[config.mk]
export PLATFORM = sky130hd
export DESIGN_NAME = credit_07_step1_flat
export DESIGN_NICKNAME = d
export VERILOG_FILES = /design/src/rtl/credit_07_step1_if.sv /design/src/rtl/credit_07_step1.sv /design/src/flat_wrapper.sv
export SDC_FILE = /design/constraint.sdc
export NUM_CORES = 1
export LEC_CHECK = 0
export BUFFER_PORTS_ARGS = -buffer_cell sky130_fd_sc_hd__buf_2
export CORE_ASPECT_RATIO = 1.1
export CORE_UTILIZATION = 50
export CTS_CLUSTER_SIZE = 8
export DETAILED_ROUTE_END_ITERATION = 6
export GPL_TIMING_DRIVEN = 0
export PLACE_DENSITY = 0.75
export SETUP_SLACK_MARGIN = 0.02
export SLEW_MARGIN = 20
export SYNTH_ARGS = -nofsm -noshare
export SYNTH_HDL_FRONTEND = slang
export SYNTH_SLANG_ARGS = --single-unit
[constraint.sdc]
create_clock -name clk -period 2.9 [get_ports clk]
set_input_delay 0.58 -clock clk [delete_from_list [all_inputs] [get_ports clk]]
set_output_delay 0.58 -clock clk [all_outputs]
set_load 0.01 [all_outputs]
[src/rtl/credit_07_step1_if.sv]
// Handshake bundles for credit_07_step1: a valid/ready stream and a
// latency-2 memory read port.

interface axis_if #(
   parameter int W = 8
) ();
   logic [W-1:0] tdata;
   logic         tvalid;
   logic         tlast;
   logic         tready;

   modport master (output tdata, output tvalid, output tlast, input  tready);
   modport slave  (input  tdata, input  tvalid, input  tlast, output tready);
endinterface

interface ram_rd_if ();
   logic        read;
   logic [7:0]  addr;
   logic [15:0] data;
   logic        data_we;

   modport master (output read, output addr, input  data, input  data_we);
   modport slave  (input  read, input  addr, output data, output data_we);
endinterface

[src/rtl/credit_07_step1.sv]


module cr_fifo4 #(
   parameter int W = 16
) (
   input  logic         clk,
   input  logic         reset_p,
   input  logic         push,
   input  logic [W-1:0] din,
   input  logic         pop,
   output logic [W-1:0] head,
   output logic         empty,
   output logic         full
);
   logic [W-1:0] mem [4];
   logic [1:0]   wr_ptr;
   logic [1:0]   rd_ptr;
   logic [2:0]   count;
   logic         do_wr;
   logic         do_rd;

   assign do_wr = push & ~full;
   assign do_rd = pop & ~empty;

   always_ff @(posedge clk) begin
      if (do_wr) mem[wr_ptr] <= din;
   end

   // NOTE: sequential state uses non-blocking assignments so every flop samples pre-edge values.
   always_ff @(posedge clk) begin
      if (reset_p) begin
         wr_ptr <= '0;
         rd_ptr <= '0;
         count  <= '0;
      end else begin
         if (do_wr) wr_ptr <= wr_ptr + 2'd1;
         if (do_rd) rd_ptr <= rd_ptr + 2'd1;
         count <= count + 3'(do_wr) - 3'(do_rd);
      end
   end

   assign head  = mem[rd_ptr];
   assign empty = (count == 3'd0);
   assign full  = (count == 3'd4);
endmodule

module credit_07_step1 (
   input  logic     clk,
   input  logic     reset_p,
   axis_if.slave    stream_addr,
   ram_rd_if.master ram0_rd,
   ram_rd_if.master ram1_rd,
   axis_if.master   stream_data
);
   logic [2:0]  credit0;
   logic [2:0]  credit1;
   logic [1:0]  ign_cnt;
   logic        rd_ok;
   logic        accept;
   logic        issue1;
   logic        w4_push;
   logic        w4_empty;
   logic        w4_full;
   logic [15:0] w4_head;
   logic        out_push;
   logic        out_pop;
   logic        out_empty;
   logic        out_full;
   logic [15:0] out_head;
   logic        fifo_w4_overflow;
   logic        fifo_out_overfow;

   // Returns of reads issued before a reset land in the first two cycles after release.
   assign rd_ok = (ign_cnt == 2'd0);

   assign stream_addr.tready = ~reset_p & (credit0 != 3'd0);
   assign accept             = stream_addr.tvalid & stream_addr.tready;
   assign ram0_rd.read       = accept;
   assign ram0_rd.addr       = stream_addr.tdata;
   assign w4_push            = ram0_rd.data_we & rd_ok;

   assign issue1       = ~reset_p & ~w4_empty & (credit1 != 3'd0);
   assign ram1_rd.read = issue1;
   assign ram1_rd.addr = w4_head[7:0];
   assign out_push     = ram1_rd.data_we & rd_ok;

   assign stream_data.tvalid = ~reset_p & ~out_empty;
   assign stream_data.tdata  = out_head;
   assign stream_data.tlast  = 1'b0;
   assign out_pop            = stream_data.tvalid & stream_data.tready;

   cr_fifo4 #(.W(16)) u_fifo_w4 (
      .clk     (clk),
      .reset_p (reset_p),
      .push    (w4_push),
      .din     (ram0_rd.data),
      .pop     (issue1),
      .head    (w4_head),
      .empty   (w4_empty),
      .full    (w4_full)
   );

   cr_fifo4 #(.W(16)) u_fifo_out (
      .clk     (clk),
      .reset_p (reset_p),
      .push    (out_push),
      .din     (ram1_rd.data),
      .pop     (out_pop),
      .head    (out_head),
      .empty   (out_empty),
      .full    (out_full)
   );

   // Each credit covers one slot of the downstream FIFO plus its read in flight.
   always_ff @(posedge clk) begin
      if (reset_p) begin
         credit0          <= 3'd4;
         credit1          <= 3'd4;
         ign_cnt          <= 2'd2;
         fifo_w4_overflow <= 1'b0;
         fifo_out_overfow <= 1'b0;
      end else begin
         credit0 <= credit0 - 3'(accept) + 3'(issue1);
         credit1 <= credit1 - 3'(issue1) + 3'(out_pop);
         if (ign_cnt != 2'd0)      ign_cnt          <= ign_cnt - 2'd1;
         if (w4_push & w4_full)    fifo_w4_overflow <= 1'b1;
         if (out_push & out_full)  fifo_out_overfow <= 1'b1;
      end
   end

`ifdef CREDIT_07_STEP1_ASSERT_EN
   logic [1:0] r0_pend;
   logic [1:0] r1_pend;

   always_ff @(posedge clk) begin
      if (reset_p) begin
         r0_pend <= '0;
         r1_pend <= '0;
      end else begin
         r0_pend <= {r0_pend[0], accept};
         r1_pend <= {r1_pend[0], issue1};
         assert (!(w4_push && w4_full))   else $error("fifo_w4 overflow");
         assert (!(out_push && out_full)) else $error("fifo_out overflow");
         assert (credit0 <= 3'd4 && credit1 <= 3'd4) else $error("credit above 4");
         assert (!(accept && credit0 == 3'd0) && !(issue1 && credit1 == 3'd0))
            else $error("credit below 0");
         assert (!(w4_push && !r0_pend[1]))  else $error("ram0 data_we without read");
         assert (!(out_push && !r1_pend[1])) else $error("ram1 data_we without read");
      end
   end
`endif
endmodule

[src/flat_wrapper.sv]
// flat-port wrapper written by rule: the top's interface ports become plain ports
module credit_07_step1_flat 
  (clk, reset_p, stream_addr_tdata, stream_addr_tvalid, stream_addr_tlast, stream_addr_tready, ram0_rd_read, ram0_rd_addr, ram0_rd_data, ram0_rd_data_we, ram1_rd_read, ram1_rd_addr, ram1_rd_data, ram1_rd_data_we, stream_data_tdata, stream_data_tvalid, stream_data_tlast, stream_data_tready);
  axis_if #(.W(8)) stream_addr_i ();
  ram_rd_if ram0_rd_i ();
  ram_rd_if ram1_rd_i ();
  axis_if #(.W(16)) stream_data_i ();
  input  logic clk;
  input  logic reset_p;
  input wire logic [$bits(stream_addr_i.tdata)-1:0] stream_addr_tdata;
  input wire logic [$bits(stream_addr_i.tvalid)-1:0] stream_addr_tvalid;
  input wire logic [$bits(stream_addr_i.tlast)-1:0] stream_addr_tlast;
  output wire logic [$bits(stream_addr_i.tready)-1:0] stream_addr_tready;
  output wire logic [$bits(ram0_rd_i.read)-1:0] ram0_rd_read;
  output wire logic [$bits(ram0_rd_i.addr)-1:0] ram0_rd_addr;
  input wire logic [$bits(ram0_rd_i.data)-1:0] ram0_rd_data;
  input wire logic [$bits(ram0_rd_i.data_we)-1:0] ram0_rd_data_we;
  output wire logic [$bits(ram1_rd_i.read)-1:0] ram1_rd_read;
  output wire logic [$bits(ram1_rd_i.addr)-1:0] ram1_rd_addr;
  input wire logic [$bits(ram1_rd_i.data)-1:0] ram1_rd_data;
  input wire logic [$bits(ram1_rd_i.data_we)-1:0] ram1_rd_data_we;
  output wire logic [$bits(stream_data_i.tdata)-1:0] stream_data_tdata;
  output wire logic [$bits(stream_data_i.tvalid)-1:0] stream_data_tvalid;
  output wire logic [$bits(stream_data_i.tlast)-1:0] stream_data_tlast;
  input wire logic [$bits(stream_data_i.tready)-1:0] stream_data_tready;
  assign stream_addr_i.tdata = stream_addr_tdata;
  assign stream_addr_i.tvalid = stream_addr_tvalid;
  assign stream_addr_i.tlast = stream_addr_tlast;
  assign stream_addr_tready = stream_addr_i.tready;
  assign ram0_rd_read = ram0_rd_i.read;
  assign ram0_rd_addr = ram0_rd_i.addr;
  assign ram0_rd_i.data = ram0_rd_data;
  assign ram0_rd_i.data_we = ram0_rd_data_we;
  assign ram1_rd_read = ram1_rd_i.read;
  assign ram1_rd_addr = ram1_rd_i.addr;
  assign ram1_rd_i.data = ram1_rd_data;
  assign ram1_rd_i.data_we = ram1_rd_data_we;
  assign stream_data_tdata = stream_data_i.tdata;
  assign stream_data_tvalid = stream_data_i.tvalid;
  assign stream_data_tlast = stream_data_i.tlast;
  assign stream_data_i.tready = stream_data_tready;
  credit_07_step1 u_core (.clk(clk), .reset_p(reset_p), .stream_addr(stream_addr_i), .ram0_rd(ram0_rd_i), .ram1_rd(ram1_rd_i), .stream_data(stream_data_i));
endmodule
# ---- Word-level counts from Yosys, hierarchy flattened
# Memory sizes are Yosys's and may differ from the RTL's. A register that Yosys moved wholly into a read port is not among the register bits.
# Index checks and enable logic that the tools add are counted.
dict set report word_totals {
  reg_bits 22
  ram_bits 128
  inputBits 47
  out_inout_bits 37
  word_cells 57
  memories 2
}
# name words width read_ports rd_clocked_by_memory_dff wr line
set mem_list {}
lappend mem_list {u_core.u_fifo_out.mem 4 16 1 1 1 credit_07_step1.sv:15} ;# logic [W-1:0] mem [4];
lappend mem_list {u_core.u_fifo_w4.mem 4 16 1 1 1 credit_07_step1.sv:15}
dict set report op_classes {
  addsub 13
  n_eq_ne 2
  n_mux 8
  n_bitwise 17
  reduce_logical 6
}
# operator count
set op_table {}
lappend op_table {{3-bit by 1-bit adder with 3-bit output} 4}
lappend op_table {{1-bit bitwise AND} 12}
lappend op_table {{3-bit by 1-bit subtractor with 3-bit output} 4}
lappend op_table {{2-bit by 1-bit adder with 2-bit output, second input constant} 4}
lappend op_table {{2-bit two-way mux} 4}
lappend op_table {{3-bit == test, second input constant} 2}
lappend op_table {{3-bit logical NOT} 2}
lappend op_table {{3-bit nonzero test} 2}
lappend op_table {{1-bit NOT} 5}
lappend op_table {{1-bit two-way mux} 4}
lappend op_table {{2-bit logical NOT} 1}
lappend op_table {{2-bit nonzero test} 1}
lappend op_table {{2-bit by 1-bit subtractor with 2-bit output, second input constant} 1}

# ---- Depth between registers and ports, before layout
# Gate-level depths: netlist of run 1.
dict set report logic_depth {
  word_depth 7
  mapped_depth 12
  mapped_depth_nobuf 12
}

# ---- Hierarchy
# From an unflattened synthesis of run 1, not the netlist that was laid out.
dict set report hier_totals {
  hier_cells 328
  hier_area_um2 6138.4
}
# module n_inst cells_each area_each_um2
set modules_own_cells {}
lappend modules_own_cells {cr_fifo4 2 135 2808.9}
lappend modules_own_cells {credit_07_step1 1 58 520.5}

# ---- Worst setup path before layout of run 1
# Ideal clock, no wire load.
dict set report synth_timing {
  path_type {in2reg}
  start {input port reset_p}
  end {register u_core.credit1[2]}
  setup_ns 0.116
  arrival_time_ns 2.448
  t_required_ns 2.784
  setup_slack_ns 0.336
  stages 10
  n_path_buf 2
  cell_sequence {clkbuf_1 -> clkbuf_1 -> nor3_1 -> ha_1 -> inv_1 -> ha_1 -> inv_1 -> fa_1 -> xnor2_1 -> nand2_1}
}
dict set report synth_via {
  elab_chain_cells 5
  word_cells_on_any_way 7
}
# item line
set synth_lines {}
lappend synth_lines {{start: declaration} flat_wrapper.sv:9} ;# input logic reset_p;
lappend synth_lines {{1-bit NOT} credit_07_step1.sv:82} ;# assign issue1 = ~reset_p & ~w4_empty & (credit1 != 3'd0);
lappend synth_lines {{1-bit bitwise AND (2 in series)} credit_07_step1.sv:82}
lappend synth_lines {{named net ram1_rd_read} flat_wrapper.sv:18} ;# output wire logic [$bits(ram1_rd_i.read)-1:0] ram1_rd_read;
lappend synth_lines {{3-bit by 1-bit subtractor with 3-bit output} credit_07_step1.sv:124} ;# credit1 <= credit1 - 3'(issue1) + 3'(out_pop);
lappend synth_lines {{3-bit by 1-bit adder with 3-bit output} credit_07_step1.sv:124}
lappend synth_lines {{end signal: assignment} credit_07_step1.sv:124}
lappend synth_lines {{end: declaration} credit_07_step1.sv:56} ;# logic [2:0] credit1;
# The timed path passes the listed nets, and every way through them passes these cells.
# A chain may end at the register's enable or synchronous reset.

==> out/metrics.csv, run 1 <==
metric;value;unit
pre_cts_ws;38.7;ps
syn_inst;286;
final.min_clock_period;2600;ps
fp-row-count;37;
dieArea;10200;um2
fin_nets;437;
ant_nets;0;
grt_pass1_vias;2589;
grt.overflow.total;0;
worstHoldStart;ram1_rd_data[13];
worstPathMaxFanout;10;
port_buffers;64;
syn_avg_cell_area;17.2;um2
crit_top_cell;buf_2;
min_period_over_period;89.5;%
max_cap_violations;0;
syn2layout_area_growth;21.8;%
cts_hold_buf;0;
clockRootBuffer;clkbuf_8;
cts-buffers-inserted;17;
placed_cell_area;5380;um2
clk_pin_slew;60;ps
power;5.39;mW
nFillCells;690;
synth_fp_nets;354;
rr_endpoint;u_core.credit1[2];
dp_hpwl;5070;um
via_per_inst;5.24;
vias;2613;
grt_use_total;17.4;%
postCtsSetupBuffers;0;
outcome;finished clean;
wl_per_cell;15.9;um
cts.htree.levels;4;
critPathTopFamily;buffers and inverters;
worst_ir_drop_vdd;0.000513;V
drtIter0Drc;63;
cts_tree;yes;
grt_antenna_before_repair;0;
crit_required;2320;ps
drc_errors;0;
finClkSkew;15.4;ps
whs_path_depth;1;
cp_slowest_stage_delay;360;ps
hold_viol_final;0;
final_cell_mix;edfxtp_1 (96), buf_2 (67), dfxtp_1 (26), mux4_2 (24), inv_1 (21);
pin_count;84;
regToRegStartpoint;u_core.u_fifo_w4.count[1];
antennaDiodeCount;0;
start_kind;register;
clock_latency;520;ps
ys_types;32;
stdcell_area;5990;um2
rsz0062_at_grt;no;
clock_path_buffers;2;
ys_seq_elements;122;
setup_ws;304;ps
cts_resized;0;
r2r_setup_slack;530;ps
die_w;96.5;um
worstMarginPinSlew;889;ps
slew_headroom;40.7;%
layout_commonest_cell;edfxtp_1;
endpoint_kind;output pin;
crit_buf_inv;3;
core_region_area;9440;um2
power_per_cell_area;900;nW/um2
finalMaxSlewViolations;0;
power.leakage;2.24;nW
grt_max_degree;17;
start_util;52.0;%
wl;7910;um
hold_ws;280;ps
min_path_type;in -> reg;
grt_pass1_wl;12600;um
die_height;106;um
setup_viol;0;
first_pass_iters;4;
tns;0;ps
clock-sinks;122;
drive_gt1_share;35.6;%
clock.fmax;0.385;GHz
cpMaxStageDelayCell;mux4_2;
crit_chain;buf_1, buf_2, mux4_2, buf_2;
whs_endpoint;u_core.u_fifo_out.mem[2][13];
routabilityCongestion;0.689;
crit_arrival;2020;ps
setup.worst_path.class;reg -> out;
reg2reg_depth;9;
yosys_warnings;0;
ys_seq_area_share;69.2;%
mappedNetlistArea;4910;um2
## worst max path at each step
stage	to	slack, ps	cells after the start
2_1_floorplan	u_core.credit1[2]	340	10
3_3_place_gp	u_core.credit1[2]	80	10
3_5_place_dp	u_core.credit1[2]	40	10
4_1_cts	stream_data_tdata[11]	230	4
5_1_grt	stream_data_tdata[11]	140	4
6_report	stream_data_tdata[11]	300	4
## metal layers
| metal | vias up | share of wire, % | track usage (%) |
|---|---|---|---|
| li1 | 1234 | - | - |
| met1 | 1299 | 42 | 20.8 |
| met2 | 71 | 53 | 28.9 |
| met3 | 9 | 3.5 | 5.58 |
| met4 | 0 | 1.5 | 6.93 |
| met5 | - | 0 | 0 |
## through the flow
step | instances | util, %
global route | 499 | 63.4
finish | 499 | 63.4
global placement | 467 | 57.0
CTS | 499 | 63.4
detailed placement | 467 | 57.0
floorplan | 286 | -
## final cells by class
cell class | instances | area [um2] | area share, %
inverters | 21 | 78.8 | 1.32
plain buffers | 18 | 113 | 1.88
clock buffers | 17 | 414 | 6.92
repair buffers | 64 | 320 | 5.35
well taps | 117 | 146 | 2.45
clock inverters | 15 | 190 | 3.18
flip-flops and latches | 122 | 3400 | 56.9
multi-input cells | 125 | 1320 | 22.1
## flip-flops by register name (all words and copies together) (netlist names), named ones only
name	cells
u_core.u_fifo_out.mem	64
u_core.u_fifo_w4.count	3
u_core.u_fifo_out.wr_ptr	2
u_core.credit0	3
u_core.u_fifo_out.count	3
u_core.u_fifo_w4.wr_ptr	2
u_core.u_fifo_w4.rd_ptr	2
u_core.credit1	3
u_core.u_fifo_out.rd_ptr	2
u_core.u_fifo_w4.mem	32
u_core.ign_cnt	2
## kinds of logic (layout without fill, tap and decap cells)
kind of cell,Yosys count,after routing,share of synthesized area [%]
DFF,122,122,69.2
and+or+nand+nor,52,52,5.96
buffers and inverters,39,135,3.90
muxes,27,27,11.6
adders and majority gates,21,21,5.96
AOI/OAI and AO/OA,15,15,1.63
xor gates and xnor gates,9,9,1.60
other,1,1,0.0763
## power breakdown
part | leakage [nW] | switching (mW) | total, mW | internal [mW]
sequential | 1.08 | 0.0977 | 2.16 | 2.06
combinational | 0.866 | 0.564 | 1.12 | 0.559
clock | 0.294 | 0.779 | 2.10 | 1.33
## Yosys cell counts, drive strengths merged
library cell  count  area share, %
mux4             24             11
xor2              4           0.71
a21oi             8           0.81
ha               17            4.3
mux2              1           0.23
dfxtp            26             11
clkbuf            3           0.23
o31ai             2           0.31
nor2             10           0.76
nor2b             5           0.64
or3b              2           0.36
nor3              6           0.71
and2              3           0.38
fa                4            1.6
nor3b             4           0.71
inv              21            1.6
conb              1          0.076
xnor2             5           0.89
and3              8            1.0
o21ai             5           0.51
edfxtp           96             59
buf              15            2.1
mux2i             2           0.41
or3               1           0.13
nand3             4           0.41
nand2             7           0.53
or4               2           0.31
Power figures use the tool's default switching activity.
==> run 2, diff against run 1 <==
Settings changed: CORE_MARGIN set to 5, CORE_UTILIZATION 50 to 25, PLACE_DENSITY 0.75 to 0.45.
==> out/metrics.csv, run 2 (synthesis results as in run 1) <==
metric;value;unit;change
outcome;finished clean;;
clock.fmax;0.385;GHz;-0.12%
rr_endpoint;u_core.credit1[2];;
power.leakage;2.21;nW;-1.2%
ant_nets;0;;unchanged
clock_latency;410;ps;-110 ps
worst_ir_drop_vdd;0.000395;V;-23%
regToRegStartpoint;u_core.credit1[1];;
first_pass_iters;4;;unchanged
dieArea;22600;um2;+120%
crit_required;2320;ps;about the same
routabilityCongestion;0.657;;-4.7%
crit_top_cell;buf_2;;
port_buffers;64;;unchanged
grt.overflow.total;0;;unchanged
crit_chain;buf_1, buf_2, mux4_2, buf_2;;
regMostFlops;u_core.u_fifo_out.mem;;
setup.worst_path.class;reg -> out;;
finClkSkew;9.20;ps;-6.16 ps
rsz0062_at_grt;no;;
cpMaxStageDelayCell;buf_1;;
wl_per_cell;15.0;um;-5.6%
clock_path_buffers;2;;unchanged
grt_pass1_wl;14900;um;+18%
drive_gt1_share;34.6;%;-0.96 points
clk_pin_slew;50;ps;about the same
crit_end;stream_data_tdata[8];;
setup_ws;301;ps;-3.12 ps
top_regs;u_core.u_fifo_out.mem (64), u_core.u_fifo_w4.mem (32);;
finish.utilization;31.7;%;-32 points
endpoint_kind;output pin;;
drtIter0Drc;63;;unchanged
dp_hpwl;6300;um;+24%
min_path_type;in -> reg;;
core_region_area;19200;um2;+100%
grt_pass1_vias;2778;;+7.3%
cts.htree.levels;4;;unchanged
hold_viol_final;0;;unchanged
largest_reg_flops;64;;unchanged
vias;2604;;-0.34%
cp_slowest_stage_delay;390;ps;+30 ps
power_per_cell_area;865;nW/um2;-3.9%
clock-sinks;122;;unchanged
finalMaxSlewViolations;0;;unchanged
whs_path_depth;1;;unchanged
die_w;144;um;+49%
postCtsSetupBuffers;0;;unchanged
cts_tree;yes;;
worstMarginPinSlew;937;ps;+47.6 ps
pre_cts_ws;-67.0;ps;-106 ps
via_per_inst;4.15;;-21%
max_cap_violations;0;;unchanged
antennaDiodeCount;0;;unchanged
r2r_setup_slack;570;ps;+40 ps
grt_use_total;8.94;%;-8.5 points
pin_count;84;;unchanged
cts_resized;0;;unchanged
syn2layout_area_growth;24.1;%;
reg2reg_depth;9;;unchanged
layout_commonest_cell;edfxtp_1;;
wl;9390;um;+19%
final_cell_mix;edfxtp_1 (96), buf_2 (67), dfxtp_1 (26), mux4_2 (24), inv_1 (21);;
final.min_clock_period;2600;ps;+3.12 ps
die_height;157;um;+48%
min_period_over_period;89.6;%;+0.11 points
start_kind;register;;
grt_antenna_before_repair;1;;+1
worstPathMaxFanout;10;;unchanged
clockRootBuffer;clkbuf_16;;
cts_hold_buf;0;;unchanged
slew_headroom;37.5;%;-3.2 points
start_util;25.6;%;-26 points
setup_viol;0;;unchanged
fin_nets;437;;unchanged
drc_errors;0;;unchanged
tns;0;ps;unchanged
crit_arrival;2020;ps;about the same
cts-buffers-inserted;17;;unchanged
grt_max_degree;17;;unchanged
fp-row-count;53;;+43%
power;5.28;mW;-2.0%
-- run 2: changes by cell type in the layout (fill, tap and decap cells not counted), sizes merged --
cell,before,now
clkinvlp,1,3
clkinv,6,8
bufinv,3,2
inv,26,22
-- run 2: power breakdown --
group	switching (mW)	internal (mW)	leakage, nW	total [mW]
Clock	0.728	1.24	0.267	1.97
Combinational	0.587	0.560	0.866	1.15
Sequential	0.0947	2.06	1.08	2.16
Total	1.41	3.87	2.21	5.28
-- run 2: worst min-delay path by stage --
stage / startpoint / endpoint / slack [ps]
after global placement: u_core.u_fifo_w4.rd_ptr[1] / u_core.u_fifo_w4.rd_ptr[1] / 470
final: ram0_rd_data[3] / u_core.u_fifo_w4.mem[1][3] / 390
after detailed placement: u_core.u_fifo_out.rd_ptr[1] / u_core.u_fifo_out.rd_ptr[1] / 480
after floorplan: u_core.u_fifo_out.rd_ptr[1] / register / 450
after CTS: ram0_rd_data[3] / u_core.u_fifo_w4.mem[1][3] / 360
after global routing: ram0_rd_data[3] / u_core.u_fifo_w4.mem[1][3] / 370
-- run 2: metal layers --
metal / up-vias / GRT usage [%] / share of wire, %
met1: 1287 / 11.0 / 44
met3: 13 / 3.10 / 4.9
met4: 2 / 4.04 / 1.7
li1: 1235 / - / -
met2: 67 / 14.2 / 49
met5: - / 0 / 0.19
-- run 2: through the flow --
step                      std cells  instance area, um2  hold WS (ps)
final                           628                6100           387
after global routing            628                6100           369
after CTS                       628                6100           360
after detailed placement        597                5540           479
after global placement          597                5540           475
after floorplan                 286                4910           453
-- run 2: final cells by class --
type / count / area, um2
Buffer: 18 / 113
Tap cell: 247 / 309
Sequential cell: 122 / 3400
Fill cell: 1947 / 13100
Multi-Input combinational cell: 125 / 1320
Clock inverter: 14 / 131
Timing Repair Buffer: 64 / 320
Inverter: 21 / 78.8
Clock buffer: 17 / 425
-- run 2: critical path: cells and delay by family, from the launching register on --
kind     cells  cell delay (ps)
buf+inv      3              930
flops        1              330
mux          1              360
==> run 3, diff against run 2 <==
Settings changed: ABC_AREA set to 1, CORE_MARGIN 5 to 2.
==> out/metrics.csv, run 3 <==
metric;value;unit;change
outcome;finished clean;;
netlist_top_cells_area;edfxtp_1 (57%), dfxtp_1 (10%), nor2_1 (5.9%), ha_1 (4.2%), o21ai_1 (3.3%);;
clock-sinks;122;;unchanged
wl_per_cell;14.4;um;-4.0%
yosys.area_share.simple;10.3;%;+4.4 points
placed_cell_area;5730;um2;+3.4%
crit_required;3250;ps;+930 ps
route.met3.wl;519;um;+12%
syn_inst;421;;+47%
finish.utilization;31.8;%;+0.12 points
slew_headroom;42.1;%;+4.5 points
clockRootBuffer;clkbuf_16;;
pin_count;84;;unchanged
cts_hold_buf;0;;unchanged
grt_pass1_wl;17900;um;+20%
grt_use_total;11.1;%;+2.1 points
wl_met1;4770;um;+15%
drtIter0Drc;194;;+210%
antennaDiodeCount;0;;unchanged
synth_top_family_by_area;simple AND/OR/NAND/NOR gates;;
stdcell_area;6300;um2;+3.3%
setup_viol;0;;unchanged
nFillCells;2018;;+3.6%
min_path_type;in -> reg;;
drc_errors;0;;unchanged
dp_hpwl;7670;um;+22%
die_w;139;um;-3.1%
grt_antenna_before_repair;0;;-1
setup_ws;621;ps;+320 ps
cts-buffers-inserted;17;;unchanged
clock_latency;420;ps;about the same
tns;0;ps;unchanged
largest_reg_flops;64;;unchanged
cts.htree.levels;4;;unchanged
worst_ir_drop_vdd;0.000461;V;+17%
cts_resized;0;;unchanged
regMostFlops;u_core.u_fifo_out.mem;;
worstMarginPinSlew;866;ps;-71.0 ps
vias;3268;;+25%
crit_arrival;2630;ps;+610 ps
min_period_over_period;78.6;%;-11 points
die_height;153;um;-2.8%
core_region_area;19800;um2;+2.9%
finalMaxSlewViolations;0;;unchanged
syn_avg_cell_area;11.9;um2;-31%
fin_nets;576;;+32%
dieArea;21300;um2;-5.8%
layout_commonest_cell;edfxtp_1;;
async_flop_share;0;%;unchanged
via_per_inst;4.23;;+2.0%
ys_seq_elements;122;;unchanged
rsz0062_at_grt;no;;
synth-xor-area-share;0.697;%;-0.91 points
mappedNetlistArea;5030;um2;+2.3%
finClkSkew;9.10;ps;-0.101 ps
final_cell_mix;edfxtp_1 (96), nor2_1 (75), buf_2 (72), inv_1 (42), o21ai_1 (33);;
ys_seq_area_share;67.7;%;-1.6 points
grt_max_degree;17;;unchanged
dr_wl_met2;5620;um;+22%
synth_compound_area_share;8.69;%;+7.1 points
fp-row-count;54;;+1.9%
yosysMostFrequentCell;edfxtp_1;;
clock.fmax;0.439;GHz;+14%
cts_tree;yes;;
synth-edff-count;96;;unchanged
top_regs;u_core.u_fifo_out.mem (64), u_core.u_fifo_w4.mem (32);;
synth_largest_area_cell;edfxtp_1;;
power_per_cell_area;869;nW/um2;+0.47%
max_cap_violations;0;;unchanged
synth_fp_nets;489;;+38%
port_buffers;64;;unchanged
grt_pass1_vias;3348;;+21%
first_pass_iters;4;;unchanged
ys_types;26;;-19%
pre_cts_ws;490;ps;+557 ps
wl;11100;um;+18%
synth_common_cells;edfxtp_1 (96), nor2_1 (79), inv_1 (42);;
topRoutingLayerUsed;met4;;
clock_path_buffers;2;;unchanged
synthAdderAreaFrac;5.82;%;-0.13 points
endpoint_kind;register;;
routabilityCongestion;0.696;;+5.9%
clk_pin_slew;60;ps;about the same
final.min_clock_period;2280;ps;-320 ps
yosys_warnings;0;;unchanged
ys.flop_type;edfxtp_1;;
start_kind;register;;
drive_gt1_share;25.9;%;-8.7 points
start_util;25.4;%;-0.16 points
setup.worst_path.class;reg -> reg;;
worstPathMaxFanout;9;;-1
ant_nets;0;;unchanged
power.leakage;2.47;nW;+12%
hold_viol_final;0;;unchanged
postCtsSetupBuffers;0;;unchanged
synth.mux.area_fraction;0;%;-12 points
yosysTopAreaCellShare;57.3;%;-1.3 points
syn2layout_area_growth;25.4;%;
grt.overflow.total;0;;unchanged
-- run 3: layout make-up --
| class | count | area [um2] | share of cell area, % |
|---|---|---|---|
| Sequential cell | 122 | 3400 | 54.0 |
| Multi-Input combinational cell | 228 | 1300 | 20.6 |
| Clock buffer | 17 | 425 | 6.75 |
| Timing Repair Buffer | 68 | 380 | 6.03 |
| Tap cell | 252 | 315 | 5.00 |
| Inverter | 49 | 184 | 2.92 |
| Buffer | 22 | 153 | 2.42 |
| Clock inverter | 15 | 146 | 2.32 |
-- run 3: stage by stage --
step	hold WS [ps]	instances	power [mW]
6_report	371	773	5.48
5_1_grt	359	773	5.81
4_1_cts	352	773	5.56
3_5_place_dp	461	741	3.51
3_3_place_gp	451	737	3.44
2_1_floorplan	443	421	3.03
-- run 3: cells by family after synthesis --
logic type      after synthesis
compound gates               81
flops                       122
xor+xnor                      4
fa+ha+maj                    21
simple gates                121
other cells                   1
buf+inv                      71
-- run 3: metal layers --
layer,GRT usage [%],up-vias
met5,0,-
met4,4.62,0
met3,3.68,16
met2,19.4,86
met1,12.3,1548
li1,-,1618
-- run 3: critical path, cell delays in order (launching register included) --
cell and delay (ps):
dfxtp_1 320, inv_1 60, ha_1 330, nand3_4 170, ha_1 320, inv_1 50
ha_1 120, inv_1 50, fa_1 380, xnor2_1 200, o21ai_1 90, a21oi_1 120
-- run 3: where the power goes --
| part | leakage [nW] | internal (mW) | total (mW) | switching (mW) |
|---|---|---|---|---|
| logic | 1.11 | 0.486 | 1.26 | 0.778 |
| registers | 1.08 | 2.07 | 2.18 | 0.110 |
| clock network | 0.279 | 1.26 | 2.03 | 0.771 |
| total | 2.47 | 3.82 | 5.48 | 1.66 |
-- run 3: path summary, 6_finish.rpt --
check,from,cells past startpoint,end,slack (ps)
max reg2reg,u_core.ign_cnt[0],11,u_core.u_fifo_w4.count[2],620
min reg2reg,u_core.u_fifo_out.rd_ptr[0],2,u_core.u_fifo_out.rd_ptr[0],470
max,u_core.ign_cnt[0],11,u_core.u_fifo_w4.count[2],620
min,ram1_rd_data[11],1,u_core.u_fifo_out.mem[3][11],370
